$ cat src/rtl/muldiv_unit.sv
// muldiv_unit: multi-cycle RV32M multiply/divide unit with a valid/ready handshake.
// Multiplies finish after MUL_LAT edges. Divides use a 1-bit/cycle restoring
// divider. Divide-by-zero and signed overflow finish on the accept edge.
module muldiv_unit #(
    parameter int XLEN    = 32,
    parameter int MUL_LAT = 2,
    parameter int TAG_W   = 5
) (
    input  logic             i_clk,
    input  logic             i_rst_n,
    input  logic             i_valid,
    output logic             o_ready,
    input  logic [2:0]       i_funct3,
    input  logic [XLEN-1:0]  i_rs1,
    input  logic [XLEN-1:0]  i_rs2,
    input  logic [TAG_W-1:0] i_rd,
    input  logic             i_flush,
    output logic             o_valid,
    input  logic             i_ready,
    output logic [XLEN-1:0]  o_result,
    output logic [TAG_W-1:0] o_rd,
    output logic             o_busy
);

    typedef enum logic [1:0] {S_IDLE, S_MUL, S_DIV, S_DONE} state_t;

    localparam int CNT_MAX = (XLEN > MUL_LAT) ? XLEN : MUL_LAT;
    localparam int CNT_W   = $clog2(CNT_MAX + 1);
    localparam logic [CNT_W-1:0] MUL_CNT_INIT = CNT_W'(MUL_LAT - 1);
    localparam logic [CNT_W-1:0] DIV_CNT_INIT = CNT_W'(XLEN);
    localparam logic [XLEN-1:0]  INT_MIN      = {1'b1, {(XLEN-1){1'b0}}};

    state_t            state_q, state_d;
    logic [1:0]        op_q, op_d;            // funct3[1:0] of the op in flight
    logic [TAG_W-1:0]  rd_q, rd_d;
    logic [XLEN-1:0]   result_q, result_d;
    logic [CNT_W-1:0]  cnt_q, cnt_d;
    logic [2*XLEN-1:0] prod_q, prod_d;
    logic [XLEN-1:0]   dvs_q, dvs_d;          // divisor magnitude
    logic [XLEN-1:0]   quo_q, quo_d;          // dividend shifts out, quotient shifts in
    logic [XLEN-1:0]   rem_q, rem_d;          // partial remainder
    logic              quo_neg_q, quo_neg_d;
    logic              rem_neg_q, rem_neg_d;

    // Low-word select for MUL, high word for MULH/MULHSU/MULHU
    function automatic logic [XLEN-1:0] mul_sel(input logic [1:0] op, input logic [2*XLEN-1:0] p);
        return (op == 2'b00) ? p[XLEN-1:0] : p[2*XLEN-1:XLEN];
    endfunction

    // Operand decode and extension; sign-extending to 2*XLEN gives the same low
    // 2*XLEN product bits as an (XLEN+1)-bit signed multiply.
    logic              mul_a_sgn, mul_b_sgn;
    logic [2*XLEN-1:0] mul_a, mul_b, mul_prod;
    logic              div_signed, div_zero, div_ovf;
    logic [XLEN-1:0]   rs1_mag, rs2_mag;
    logic [XLEN:0]     rem_diff;
    logic              q_bit;
    logic [XLEN-1:0]   rem_step, quo_step;
    logic              accept;

    assign mul_a_sgn  = (i_funct3[1:0] == 2'b01) || (i_funct3[1:0] == 2'b10);
    assign mul_b_sgn  = (i_funct3[1:0] == 2'b01);
    assign mul_a      = {{XLEN{mul_a_sgn & i_rs1[XLEN-1]}}, i_rs1};
    assign mul_b      = {{XLEN{mul_b_sgn & i_rs2[XLEN-1]}}, i_rs2};
    assign mul_prod   = mul_a * mul_b;

    assign div_signed = ~i_funct3[0];
    assign div_zero   = (i_rs2 == '0);
    assign div_ovf    = div_signed && (i_rs1 == INT_MIN) && (i_rs2 == '1);
    assign rs1_mag    = (div_signed && i_rs1[XLEN-1]) ? -i_rs1 : i_rs1;
    assign rs2_mag    = (div_signed && i_rs2[XLEN-1]) ? -i_rs2 : i_rs2;

    // One restoring step: shift in the next dividend bit, subtract if it fits
    assign rem_diff   = {rem_q, quo_q[XLEN-1]} - {1'b0, dvs_q};
    assign q_bit      = ~rem_diff[XLEN];
    assign rem_step   = q_bit ? rem_diff[XLEN-1:0] : {rem_q[XLEN-2:0], quo_q[XLEN-1]};
    assign quo_step   = {quo_q[XLEN-2:0], q_bit};

    assign accept     = i_valid && (state_q == S_IDLE) && !i_flush;
    assign o_ready    = (state_q == S_IDLE);
    assign o_busy     = !o_ready;
    assign o_valid    = (state_q == S_DONE);
    assign o_result   = result_q;
    assign o_rd       = rd_q;

    // Next-state logic: accept, multiply wait, divide iterations, handshake, flush
    always_comb begin
        state_d   = state_q;
        op_d      = op_q;
        rd_d      = rd_q;
        result_d  = result_q;
        cnt_d     = cnt_q;
        prod_d    = prod_q;
        dvs_d     = dvs_q;
        quo_d     = quo_q;
        rem_d     = rem_q;
        quo_neg_d = quo_neg_q;
        rem_neg_d = rem_neg_q;
        case (state_q)
            S_IDLE: begin
                if (accept) begin
                    op_d = i_funct3[1:0];
                    rd_d = i_rd;
                    if (!i_funct3[2]) begin
                        prod_d = mul_prod;
                        if (MUL_LAT <= 1) begin
                            state_d  = S_DONE;
                            result_d = mul_sel(i_funct3[1:0], mul_prod);
                        end else begin
                            state_d = S_MUL;
                            cnt_d   = MUL_CNT_INIT;
                        end
                    end else if (div_zero) begin
                        state_d  = S_DONE;
                        result_d = i_funct3[1] ? i_rs1 : '1;
                    end else if (div_ovf) begin
                        state_d  = S_DONE;
                        result_d = i_funct3[1] ? '0 : i_rs1;
                    end else begin
                        state_d   = S_DIV;
                        cnt_d     = DIV_CNT_INIT;
                        dvs_d     = rs2_mag;
                        quo_d     = rs1_mag;
                        rem_d     = '0;
                        quo_neg_d = div_signed && (i_rs1[XLEN-1] ^ i_rs2[XLEN-1]);
                        rem_neg_d = div_signed && i_rs1[XLEN-1];
                    end
                end
            end
            S_MUL: begin
                if (i_flush) begin
                    state_d = S_IDLE;
                    cnt_d   = '0;
                end else if (cnt_q <= 1) begin
                    state_d  = S_DONE;
                    cnt_d    = '0;
                    result_d = mul_sel(op_q, prod_q);
                end else begin
                    cnt_d = cnt_q - 1'b1;
                end
            end
            S_DIV: begin
                if (i_flush) begin
                    state_d = S_IDLE;
                    cnt_d   = '0;
                end else begin
                    quo_d = quo_step;
                    rem_d = rem_step;
                    cnt_d = cnt_q - 1'b1;
                    if (cnt_q == 1) begin
                        state_d  = S_DONE;
                        result_d = op_q[1] ? (rem_neg_q ? -rem_step : rem_step)
                                           : (quo_neg_q ? -quo_step : quo_step);
                    end
                end
            end
            S_DONE: begin
                if (i_flush || i_ready) begin
                    state_d = S_IDLE;
                end
            end
            default: state_d = S_IDLE;
        endcase
    end

    // State and datapath registers with synchronous active-low reset
    always_ff @(posedge i_clk) begin
        if (!i_rst_n) begin
            state_q   <= S_IDLE;
            op_q      <= '0;
            rd_q      <= '0;
            result_q  <= '0;
            cnt_q     <= '0;
            prod_q    <= '0;
            dvs_q     <= '0;
            quo_q     <= '0;
            rem_q     <= '0;
            quo_neg_q <= 1'b0;
            rem_neg_q <= 1'b0;
        end else begin
            state_q   <= state_d;
            op_q      <= op_d;
            rd_q      <= rd_d;
            result_q  <= result_d;
            cnt_q     <= cnt_d;
            prod_q    <= prod_d;
            dvs_q     <= dvs_d;
            quo_q     <= quo_d;
            rem_q     <= rem_d;
            quo_neg_q <= quo_neg_d;
            rem_neg_q <= rem_neg_d;
        end
    end

endmodule

$ cat config.mk
export PLATFORM = sky130hd
export DESIGN_NAME = muldiv_unit
export DESIGN_NICKNAME = d
export VERILOG_FILES = /design/src/rtl/muldiv_unit.sv
export SDC_FILE = /design/constraint.sdc
export NUM_CORES = 2
export LEC_CHECK = 0
export BUFFER_PORTS_ARGS = -buffer_cell sky130_fd_sc_hd__buf_4
export CAP_MARGIN = 20
export CORE_ASPECT_RATIO = 0.8
export CORE_MARGIN = 2
export CORE_UTILIZATION = 55
export DETAILED_ROUTE_END_ITERATION = 7
export PLACE_DENSITY_LB_ADDON = 0.2
export SETUP_SLACK_MARGIN = 0.2
export SLEW_MARGIN = 0
export SYNTH_ARGS = -nofsm -noshare
export SYNTH_HDL_FRONTEND = slang
export SYNTH_SLANG_ARGS = --single-unit
export TNS_END_PERCENT = 1
$ cat constraint.sdc
create_clock -name i_clk -period 32.9 [get_ports i_clk]
set_input_delay 6.58 -clock i_clk [delete_from_list [all_inputs] [get_ports i_clk]]
set_output_delay 6.58 -clock i_clk [all_outputs]
set_load 0.05 [all_outputs]
==> impl_metrics.py <==
metrics = {
    "worst_setup_path": {
        "critical-path-top-delay-family": "adder cells",
        "critPathMaxFanout": 31,
        "end_kind": "register",
        "reg2reg_slack_ns": 26.74,
        "max_stage_delay_ns": 0.86,
        "cp_data_required_time_ns": 33.38,
        "critPathLaunchType": "input port",
        "critPathKind": "in -> reg",
        "critPathSlowestCell": "fa_1",
        "critPathBufInv": 11,
        "worstRegToRegCells": 21,
        "critical_path.reg2reg.endpoint": "o_result[30]",
        "cp.arrival_ns": 16.05,
        "reg2reg_from": "quo_q[31]",
        "crit_path_start": "i_funct3[1]",
    },
    "route": {
        "drt_pass1_iterations": 8,
        "route.detailed.drc": 0,
        "viasPerCell": 5.83,
        "num_vias": 43200,
        "ant_nets": 0,
        "wl_per_cell_um": 22.3,
        "wl_mm": 165,
        "dr.first_iter.drc_count": 4418,
    },
    "floorplan": {
        "die_h_um": 282,
        "start_util_pct": 55.7,
        "core_mm2": 0.0954,
        "rows": 101,
        "die-area_mm2": 0.0992,
        "die_x_um": 352,
        "io_pins": 117,
    },
    "place": {
        "dp_hpwl_mm": 122,
        "routabilityCongestion": 1.02,
        "port_buffers": 116,
        "placed_area_mm2": 0.0544,
        "dp_cells": 7345,
    },
    "timing": {
        "finalSetupViolCount": 0,
        "fin_skew_ns": 0.0219,
        "fin_crit_ns": 15.56,
        "report.final.slew_viol_count": 0,
        "period_share_pct": 47.3,
        "slew_headroom_pct": 30.1,
        "worst_pin_slew_ns": 1.05,
        "final_hold_viol_count": 0,
        "finalSetupTns_ns": 0,
        "max_freq_mhz": 64.3,
        "rsz0062_at_grt": "false",
    },
    "clock_tree": {
        "root_buffer": "clkbuf_16",
        "post_cts_resized": 0,
        "cts_tree": "built",
        "cts_sinks": 209,
        "cts_setup_buffers": 0,
        "numCtsBuffers": 24,
        "path_clk_slew_ns": 0.06,
        "ctsHoldBuffers": 0,
        "htreeDepth": 1,
        "clk_latency_ns": 0.57,
        "clk_path_buf_depth": 3,
    },
    "final_layout": {
        "nets": 7547,
        "final_cell_count_no_fill": 7400,
        "drive_above_1_share_pct": 5.03,
        "design_area_mm2": 0.0553,
        "fin_util_pct": 58.0,
        "areaGrowthSynthToFinish_pct": 3.98,
    },
    "global_routing": {
        "grt_overflow": 0,
        "first_global_vias": 43900,
        "grt_max_degree": 94,
        "grt_first_pass_wirelength_mm": 259,
        "antenna_found_initial": 16,
        "grt_usage_pct": 34.2,
    },
    "logic_synthesis": {
        "synthDistinctLibCells": 101,
        "synth_edf_count": 0,
        "netlist_instances": 6310,
        "avgSynthCellArea_um2": 8.43,
        "syn_area_mm2": 0.0532,
        "synth-seq-area-share_pct": 7.87,
        "syn_nets": 7770,
        "yosys_warnings": 0,
        "synthFlopType": "dfxtp_1",
        "ys_seq_elements": 209,
        "ys_async_sr_fraction_pct": 0,
    },
    "worst_hold_path": {
        "holdPathEnd": "prod_q[62]",
        "min-delay-path-class": "reg -> reg",
        "hp-start": "prod_q[62]",
        "hold_path_depth": 2,
    },
    "outcome": {
        "outcome": "finished, final reports clean",
    },
    "run": {
        "cap_viol_max_count": 0,
    },
}
## metal layers
| metal | share of wire [%] | GRT usage [%] | wire, um | up-vias |
|---|---|---|---|---|
| li1 | - | - | - | 18800 |
| met1 | 42 | 49.3 | 69400 | 21800 |
| met2 | 43 | 50.5 | 70500 | 2175 |
| met3 | 11 | 8.54 | 18800 | 336 |
| met4 | 3.7 | 10.9 | 6040 | 6 |
| met5 | 0.025 | 0 | 41 | - |
## worst max path at each step
| stage | slack, ns | to | cells past startpoint |
|---|---|---|---|
| floorplan | 17.76 | prod_q[62] | 33 |
| finish | 17.34 | prod_q[62] | 32 |
| CTS | 17.43 | prod_q[62] | 32 |
| detailed placement | 16.88 | prod_q[62] | 32 |
| global placement | 16.96 | prod_q[62] | 32 |
| global route | 16.74 | prod_q[62] | 32 |
## placed cells by master, fill, tap and decap left out, types with 13 or more instances in the layout
| master | instances |
|---|---|
| o31ai_1 | 38 |
| nand4_1 | 27 |
| nor3_1 | 52 |
| a21o_1 | 63 |
| nand3_1 | 60 |
| or4_1 | 15 |
| xnor2_1 | 105 |
| o211ai_1 | 26 |
| o21bai_1 | 13 |
| ha_1 | 256 |
| a31oi_1 | 28 |
| and3_1 | 18 |
| xor2_1 | 80 |
| dfxtp_1 | 209 |
| nand2_1 | 999 |
| a211oi_1 | 55 |
| o21a_1 | 21 |
| maj3_1 | 28 |
| o41ai_1 | 16 |
| mux2_2 | 23 |
| clkbuf_16 | 24 |
| nor2_1 | 317 |
| nor4_1 | 14 |
| nand2b_1 | 21 |
| nor2b_1 | 13 |
| fa_1 | 1126 |
| or2_2 | 31 |
| inv_1 | 1262 |
| o21ai_0 | 146 |
| buf_4 | 156 |
| mux2i_1 | 48 |
| or3_1 | 34 |
| and2_1 | 282 |
| a21oi_1 | 270 |
## state kept, by name, summed over array words and instances, names as in the netlist
name	flops
cnt_q	6
o_rd	5
prod_q	64
quo_neg_q	1
quo_q	32
o_result	32
dvs_q	32
rem_q	32
state_q	2
rem_neg_q	1
op_q	2
## cells in the mapped netlist, types with 8 or more instances
cell type,count,area (um2)
o21bai_1,13,97.6
o2111ai_1,8,70.1
clkbuf_1,286,1070
buf_2,26,130
nand2b_1,21,131
o22ai_1,10,62.6
nand3_1,61,305
xnor2_1,105,920
and4_1,8,70.1
mux2i_1,48,480
a31oi_1,28,175
xor2_1,80,701
nor4_1,15,93.8
nor2b_1,15,93.8
o211ai_1,26,195
nand2_1,1000,3750
inv_1,1262,4740
o31a_1,8,70.1
maj3_1,28,280
a21o_1,63,473
or2_2,31,194
and2_1,283,1770
a221o_1,10,100
or4_1,15,113
dfxtp_1,209,4180
or3_1,35,219
mux2_2,23,259
fa_1,1126,22500
nor3_1,52,260
o21a_1,21,158
buf_1,89,334
o31ai_1,38,285
o41ai_1,16,140
o221ai_1,11,96.3
a211oi_1,55,413
ha_1,257,3220
nand4_1,27,169
and3_1,18,113
a221oi_1,9,78.8
o21ai_0,146,731
a21oi_1,270,1350
nor2_1,319,1200
## through the flow
stage / worst slack [ns] / hold WS [ns]
global placement: 16.96 / 0.437
finish: 17.34 / 0.459
detailed placement: 16.88 / 0.448
global route: 16.74 / 0.490
floorplan: 17.76 / 0.428
CTS: 17.43 / 0.457
## tightest hold or removal path: stages (launching register included)
cell     delay [ns]
dfxtp_1        0.31
nand2_1        0.05
a21oi_1        0.05
## cell families after synthesis
group	share of synthesized area (%)
adders and majority gates	49.0
AOI/OAI and AO/OA	10.1
and+or+nand+nor	16.6
buffers and inverters	12.0
muxes	1.42
xor gates and xnor gates	3.05
DFF	7.87
## layout make-up
class                   instances  area (um2)
diodes                          9        22.5
clock buffers                  32         671
clock inverters                11         125
fillers                      8720       40100
inverters                    1267        4760
multi-input cells            4425       42700
flip-flops and latches        209        4180
well taps                    1287        1610
repair buffers                160        1240
Power is left out: the tool's default activity adds up to more than one toggle a clock period on the data nets, which glitch-free logic cannot reach.
